$ cat config.mk
export PLATFORM = sky130hd
export DESIGN_NAME = apb_master
export DESIGN_NICKNAME = d
export VERILOG_FILES = /design/src/rtl/apb_master.sv
export SDC_FILE = /design/constraint.sdc
export NUM_CORES = 1
export LEC_CHECK = 0
export ABC_AREA = 1
export ABC_CLOCK_PERIOD_IN_PS = 2330
export BUFFER_PORTS_ARGS = -buffer_cell sky130_fd_sc_hd__buf_2
export CAP_MARGIN = 10
export CORE_AREA = 10 10 64 71
export CTS_CLUSTER_SIZE = 28
export DETAILED_ROUTE_END_ITERATION = 16
export DIE_AREA = 0 0 74 81
export PLACE_DENSITY = 0.85
export SYNTH_ARGS = -nofsm -noshare
export SYNTH_HDL_FRONTEND = slang
export SYNTH_SLANG_ARGS = --single-unit
export TNS_END_PERCENT = 1
$ cat constraint.sdc
create_clock -name pclk -period 2.33 [get_ports pclk]
set_clock_uncertainty 0.1 [all_clocks]
set_input_delay 0.699 -clock pclk [delete_from_list [all_inputs] [get_ports pclk]]
set_output_delay 0.699 -clock pclk [all_outputs]
set_load 0.05 [all_outputs]
$ cat src/rtl/apb_master.sv
// Single-channel APB master: takes one read/write command, runs SETUP/ACCESS
// toward one slave, and returns a one-cycle response with read data or a timeout flag.
module apb_master #(
  parameter int ADDR_W  = 8,
  parameter int DATA_W  = 8,
  parameter int TIMEOUT = 16
) (
  input  logic              pclk,
  input  logic              presetn,
  // Handshake: a command transfers on a rising edge where cmd_valid && cmd_ready;
  // cmd_valid may be held across a busy transfer and is taken once back in IDLE.
  input  logic              cmd_valid,
  output logic              cmd_ready,
  input  logic              cmd_write,
  input  logic [ADDR_W-1:0] cmd_addr,
  input  logic [DATA_W-1:0] cmd_wdata,
  output logic              rsp_valid,
  output logic [DATA_W-1:0] rsp_rdata,
  output logic              rsp_timeout,
  output logic              psel1,
  output logic              penable,
  output logic              pwrite,
  output logic [ADDR_W-1:0] paddr,
  output logic [DATA_W-1:0] pwdata,
  input  logic              pready,
  input  logic [DATA_W-1:0] prdata,
  output logic [1:0]        o_dbg_state
);

  typedef enum logic [1:0] {
    S_IDLE   = 2'd0,
    S_SETUP  = 2'd1,
    S_ACCESS = 2'd2
  } state_t;

  // Counter wide enough to hold TIMEOUT itself.
  localparam int CNT_W = (TIMEOUT < 1) ? 1 : $clog2(TIMEOUT + 1);
  localparam logic [CNT_W-1:0] CNT_LAST = CNT_W'((TIMEOUT == 0) ? 0 : TIMEOUT - 1);
  localparam logic [CNT_W-1:0] CNT_MAX  = {CNT_W{1'b1}};

  state_t              r_state;
  logic                r_psel;
  logic                r_penable;
  logic                r_pwrite;
  logic [ADDR_W-1:0]   r_paddr;
  logic [DATA_W-1:0]   r_pwdata;
  logic                r_rsp_valid;
  logic [DATA_W-1:0]   r_rsp_rdata;
  logic                r_rsp_timeout;
  logic [CNT_W-1:0]    r_wait_cnt;

  state_t              w_state;
  logic                w_psel;
  logic                w_penable;
  logic                w_pwrite;
  logic [ADDR_W-1:0]   w_paddr;
  logic [DATA_W-1:0]   w_pwdata;
  logic                w_rsp_valid;
  logic [DATA_W-1:0]   w_rsp_rdata;
  logic                w_rsp_timeout;
  logic [CNT_W-1:0]    w_wait_cnt;
  logic                w_timeout_hit;

  assign w_timeout_hit = (TIMEOUT != 0) && (r_wait_cnt == CNT_LAST);

  always_comb begin
    w_state       = r_state;
    w_psel        = r_psel;
    w_penable     = r_penable;
    w_pwrite      = r_pwrite;
    w_paddr       = r_paddr;
    w_pwdata      = r_pwdata;
    w_rsp_valid   = 1'b0;
    w_rsp_rdata   = '0;
    w_rsp_timeout = 1'b0;
    w_wait_cnt    = r_wait_cnt;
    case (r_state)
      S_IDLE: begin
        w_psel    = 1'b0;
        w_penable = 1'b0;
        if (cmd_valid && cmd_ready) begin
          w_pwrite = cmd_write;
          w_paddr  = cmd_addr;
          w_pwdata = cmd_wdata;
          w_psel   = 1'b1;
          w_state  = S_SETUP;
        end
      end
      S_SETUP: begin
        w_penable  = 1'b1;
        w_wait_cnt = '0;
        w_state    = S_ACCESS;
      end
      S_ACCESS: begin
        if (pready) begin
          w_rsp_valid = 1'b1;
          w_rsp_rdata = r_pwrite ? '0 : prdata;
          w_psel      = 1'b0;
          w_penable   = 1'b0;
          w_state     = S_IDLE;
        end else if (w_timeout_hit) begin
          w_rsp_valid   = 1'b1;
          w_rsp_timeout = 1'b1;
          w_psel        = 1'b0;
          w_penable     = 1'b0;
          w_state       = S_IDLE;
        end else if (r_wait_cnt != CNT_MAX) begin
          w_wait_cnt = r_wait_cnt + 1'b1;
        end
      end
      default: begin
        w_psel    = 1'b0;
        w_penable = 1'b0;
        w_state   = S_IDLE;
      end
    endcase
  end

  // Reset drops any in-flight transfer without producing a response.
  always_ff @(posedge pclk) begin
    if (!presetn) begin
      r_state       <= S_IDLE;
      r_psel        <= 1'b0;
      r_penable     <= 1'b0;
      r_pwrite      <= 1'b0;
      r_paddr       <= '0;
      r_pwdata      <= '0;
      r_rsp_valid   <= 1'b0;
      r_rsp_rdata   <= '0;
      r_rsp_timeout <= 1'b0;
      r_wait_cnt    <= '0;
    end else begin
      r_state       <= w_state;
      r_psel        <= w_psel;
      r_penable     <= w_penable;
      r_pwrite      <= w_pwrite;
      r_paddr       <= w_paddr;
      r_pwdata      <= w_pwdata;
      r_rsp_valid   <= w_rsp_valid;
      r_rsp_rdata   <= w_rsp_rdata;
      r_rsp_timeout <= w_rsp_timeout;
      r_wait_cnt    <= w_wait_cnt;
    end
  end

  assign cmd_ready   = (r_state == S_IDLE) && presetn;
  assign rsp_valid   = r_rsp_valid;
  assign rsp_rdata   = r_rsp_rdata;
  assign rsp_timeout = r_rsp_timeout;
  assign psel1       = r_psel;
  assign penable     = r_penable;
  assign pwrite      = r_pwrite;
  assign paddr       = r_paddr;
  assign pwdata      = r_pwdata;
  assign o_dbg_state = r_state;

endmodule

==> results.json, run 1 <==
{
  "final_common_cell": "buf_2",
  "avgSynthCellArea_um2": 8.32,
  "report.final.slew_viol_count": 0,
  "syn_area_um2": 1390,
  "fin_crit_ns": 2.08,
  "cts_sinks": 36,
  "leakage_nw": 0.893,
  "r2r_cells": 10,
  "regArea_um2": 721,
  "io_pins": 61,
  "final_nets": 264,
  "max_cap_viol_count": 0,
  "total_power_mw": 1.26,
  "htreeDepth": 2,
  "routed_wl_um": 3180,
  "fp.dieW_um": 74,
  "synth_fa_ha_area_frac": 0.0270,
  "grtUsageTotal": 0.111,
  "cts_buffers": 5,
  "drive_above_1_share": 0.403,
  "synthSimpleGateAreaFrac": 0.266,
  "worstReg2RegEnd": "r_wait_cnt[4]",
  "die-area_um2": 5990,
  "max_clock_freq_mhz": 481,
  "syn_nets": 199,
  "die_y_um": 81,
  "overflow": 0,
  "first_iter_violations": 78,
  "grt_pass1_vias": 1212,
  "initial_core_util": 0.431,
  "num_rows": 22,
  "path_clk_slew_ns": 0.10,
  "worstSetupStartpointType": "input pin",
  "synth_top_family_by_area": "simple AND/OR/NAND/NOR gates",
  "seq_area_frac_synth": 0.519,
  "yosysUniqueCellTypes": 18,
  "timing.hold.ws_ns": 0.368,
  "grt_max_degree": 27,
  "post_cts_buffers": 0,
  "vias": 1209,
  "synth_compound_area_frac": 0.107,
  "netlist_instances": 167,
  "p_seq_frac": 0.512,
  "path_class": "input pin to output pin",
  "cts_tree": "built",
  "first_pass_iters": 4,
  "required_ns": 1.53,
  "p_sw_mw": 0.347,
  "p_int_mw": 0.914,
  "regToRegSetupSlack_ns": 0.45,
  "startpoint": "presetn",
  "gp_congestion": 0.757,
  "antenna_cells": 0,
  "clockPowerShare": 0.335,
  "max_slew_margin": 0.780,
  "period_share": 0.892,
  "worstSkewPairLatency_ns": 0.33,
  "yosysWarnings": 0,
  "antenna_found_initial": 0,
  "status": "finished clean",
  "regToRegStartpoint": "r_wait_cnt[0]",
  "routedWlPerCell_um": 11.8,
  "hold_path_class": "register to register",
  "drc_errors": 0,
  "cts-root-buf": "clkbuf_4",
  "cts_repair_resize_count": 0,
  "worstHoldStart": "pwdata[7]",
  "holdBufCountCts": 0,
  "ir_drop_mv": 0.544,
  "setup_viol": 0,
  "ant_nets": 0,
  "cts_buffer_depth": 2,
  "vias_per_cell": 4.49,
  "port_buffers": 60,
  "critPathMaxFanout": 4,
  "min_to": "pwdata[7]",
  "power.density_nw_per_um2": 702,
  "yosys.area_share.xor_xnor": 0,
  "n_fill_cell": 316,
  "grt_pass1_wl_um": 5200,
  "cp_data_arrival_time_ns": 1.28,
  "synthMuxAreaShare": 0,
  "multi_input_area_um2": 561,
  "tns_ns": 0,
  "ys_ff_latch": 36,
  "hold_depth": 2,
  "coreArea_um2": 3220,
  "areaGrowthSynthToFinish_pct": 29.3,
  "final_cell_mix": "buf_2, nand2_1, dfxtp_1",
  "dp_hpwl_um": 2450,
  "worstSetupEndpointType": "output pin",
  "combPwrFrac": 0.153,
  "rsz0062_at_grt": "no",
  "finalHoldViolCount": 0,
  "swShare": 0.275,
  "worst_slew_pin_slew_ns": 0.330
}
sequential cells by signal, indices dropped and copies added, names as in the netlist:
name / count
paddr: 8
pwdata: 8
rsp_rdata: 8
r_wait_cnt: 5
o_dbg_state: 2
penable: 1
psel1: 1
pwrite: 1
rsp_timeout: 1
rsp_valid: 1
critical path, cell delays in order:
cell and delay, ns:
buf_2 0.13, inv_1 0.08, nor3_2 0.09, buf_2 0.28
through the flow:
step	setup WS, ns	util	area [µm²]	instances
2_1_floorplan	0.106	-	1390	167
3_3_place_gp	0.242	0.534	1720	261
3_5_place_dp	0.244	0.534	1720	261
4_1_cts	0.246	0.557	1800	269
5_1_grt	0.197	0.557	1800	269
6_report	0.251	0.557	1800	269
power groups by stage:
stage / sequential (mW) / combinational, mW / clock (mW)
final: 0.646 / 0.193 / 0.422
after global routing: 0.649 / 0.208 / 0.470
after CTS: 0.646 / 0.195 / 0.438
after detailed placement: 0.660 / 0.195 / 0
after global placement: 0.659 / 0.193 / 0
after floorplan: 0.726 / 0.0710 / 0
layer usage:
metal	vias to the layer above	share of wire	track usage
li1	648	-	-
met1	514	0.39	0.111
met2	45	0.48	0.180
met3	2	0.13	0.0744
met4	0	0.0044	0.0373
met5	-	0	0
layout make-up:
| type | count | share of cell area |
|---|---|---|
| clock buffers | 6 | 0.0230 |
| clock inverters | 2 | 0.0195 |
| inverters | 20 | 0.0432 |
| multi-input cells | 107 | 0.312 |
| flip-flops and latches | 36 | 0.401 |
| well taps | 36 | 0.0251 |
| repair buffers | 62 | 0.176 |
how the worst max path moves through the flow:
stage	slack, ns	cells past startpoint	to
6_report	0.25	4	cmd_ready
5_1_grt	0.20	4	cmd_ready
4_1_cts	0.25	4	cmd_ready
3_5_place_dp	0.24	4	cmd_ready
3_3_place_gp	0.24	4	cmd_ready
2_1_floorplan	0.11	2	cmd_ready
cells in the mapped netlist, drive strengths merged:
master,instances,area (µm²)
dfxtp,36,721
nand4,2,27.5
inv,20,77.6
nor3,2,10.0
nand3b,1,11.3
buf,4,35.0
nand2,54,225
nand3,6,30.0
a21oi,23,149
nor2,16,65.1
ha,3,37.5
cells by family (layout without fill, tap and decap cells):
family,count (synthesis),after routing
buf+inv,24,90
flops,36,36
compound gates,23,23
simple gates,81,81
fa+ha+maj,3,3
Note: power is estimated with default switching activity, not from simulation.
==> run 2, diff against run 1 <==
CORE_AREA = 10 10 64 72   (was 10 10 64 71)
DIE_AREA = 0 0 74 82   (was 0 0 74 81)
PLACE_DENSITY = 0.84   (was 0.85)
==> run 2 against run 1 <==
  * Die area increased by 1.2%
  * Fmax decreased by 1.0%
  * First-iteration DRC count increased by 12%
  * Utilization increased by 0.12 points
  * Flip-flop and latch count unchanged
  * Cell count unchanged
  * Non-clock buffer count unchanged
  * Count of clock-buffer cells in the layout decreased by 1
  * Combinational power about the same
  * Final area increased by 0.21%
==> results.json, run 2 (same netlist as run 1, synthesis figures left out) <==
{
  "final_common_cell": "buf_2",
  "gp_congestion": 0.760,
  "initial_core_util": 0.431,
  "routed_wl_um": 3400,
  "grt_max_degree": 27,
  "grtUsageTotal": 0.117,
  "ir_drop_mv": 0.508,
  "tns_ns": 0,
  "fp.dieW_um": 74,
  "vias_per_cell": 4.66,
  "hold_path_class": "register to register",
  "first_iter_violations": 87,
  "status": "finished clean",
  "worstSetupEndpointType": "output pin",
  "regToRegSetupSlack_ns": 0.43,
  "die-area_um2": 6070,
  "grt_pass1_vias": 1203,
  "cp_common_cell": "buf_2",
  "dp_hpwl_um": 2580,
  "crit_chain": "buf_2 > inv_1 > nor3_2 > buf_2",
  "cp_data_arrival_time_ns": 1.30,
  "startpoint": "presetn",
  "coreArea_um2": 3220,
  "critPathMaxFanout": 4,
  "slowest_stage": "buf_2",
  "path_clk_slew_ns": 0.11,
  "cts_buffer_depth": 2,
  "drive_above_1_share": 0.408,
  "htreeDepth": 2,
  "report.final.slew_viol_count": 0,
  "regToRegStartpoint": "r_wait_cnt[0]",
  "antenna_found_initial": 0,
  "cts_tree": "built",
  "first_pass_iters": 4,
  "worstSkewPairLatency_ns": 0.34,
  "grt_pass1_wl_um": 5580,
  "io_pins": 61,
  "num_rows": 22,
  "drc_errors": 0,
  "worstSetupStartpointType": "input pin",
  "leakage_nw": 0.892,
  "final_nets": 264,
  "path_class": "input pin to output pin",
  "max_cap_viol_count": 0,
  "power.density_nw_per_um2": 708,
  "cts_repair_resize_count": 0,
  "cp_top_family": "buffers and inverters",
  "worst_slew_pin_slew_ns": 0.339,
  "cpPeakStageDelay_ns": 0.28,
  "ant_nets": 0,
  "areaGrowthSynthToFinish_pct": 29.5,
  "cts-root-buf": "clkbuf_4",
  "routedWlPerCell_um": 12.6,
  "post-route-util": 0.559,
  "critical_path_buf_inv_count": 3,
  "final_cell_mix": "buf_2, nand2_1, dfxtp_1",
  "vias": 1253,
  "holdBufCountCts": 0,
  "overflow": 0,
  "required_ns": 1.53,
  "max_clock_freq_mhz": 476,
  "fin_crit_ns": 2.10,
  "setup_viol": 0,
  "post_cts_buffers": 0,
  "max_slew_margin": 0.774,
  "port_buffers": 60,
  "rsz0062_at_grt": "no",
  "cts_buffers": 5,
  "period_share": 0.901,
  "die_y_um": 82,
  "worstHoldStart": "pwdata[4]",
  "antenna_cells": 0,
  "finalHoldViolCount": 0,
  "cts_sinks": 36
}
==> run 2: final timing paths <==
path | endpoint | cells past startpoint
setup / recovery | cmd_ready | 4
hold / removal | pwdata[4] | 2
setup reg to reg | r_wait_cnt[1] | 10
hold reg to reg | pwdata[4] | 2
==> run 2: power by group <==
group          internal, mW  leakage (nW)  switching, mW  total [mW]
logic                0.0540         0.558          0.139       0.193
registers             0.635         0.292         0.0112       0.646
clock network         0.224        0.0412          0.210       0.434
total                 0.913         0.892          0.361        1.27
==> run 2: layer usage <==
metal | global-route usage | wire [µm]
met1 | 0.128 | 1310
met2 | 0.191 | 1690
met3 | 0.0627 | 355
met4 | 0.0336 | 38
met5 | 0 | 0
==> run 2: worst register-to-register path, stage by stage, from the launching register on <==
cell	delay, ns
dfxtp_1	0.36
ha_1	0.22
nand2_1	0.09
nor2_1	0.07
ha_1	0.19
nor2_1	0.22
nand3_1	0.22
nand2_1	0.16
nor2_1	0.07
nand2_1	0.08
nand2_1	0.04
==> run 2: layout make-up <==
cell class | count | area (µm²)
tap | 36 | 45.0
timing repair buffer | 62 | 315
fill | 331 | 1420
clock inverter | 3 | 42.5
inverter | 20 | 77.6
sequential | 36 | 721
multi-input combinational | 107 | 561
clock buffer | 5 | 37.5
==> run 2: per-stage QoR <==
step	instances	power [mW]	cell area, µm²	worst slack, ns	hold WS (ns)
2_1_floorplan	167	0.797	1390	0.106	0.342
3_3_place_gp	261	0.852	1720	0.246	0.347
3_5_place_dp	261	0.856	1720	0.225	0.355
4_1_cts	269	1.29	1800	0.222	0.373
5_1_grt	269	1.34	1800	0.184	0.388
6_report	269	1.27	1800	0.230	0.372
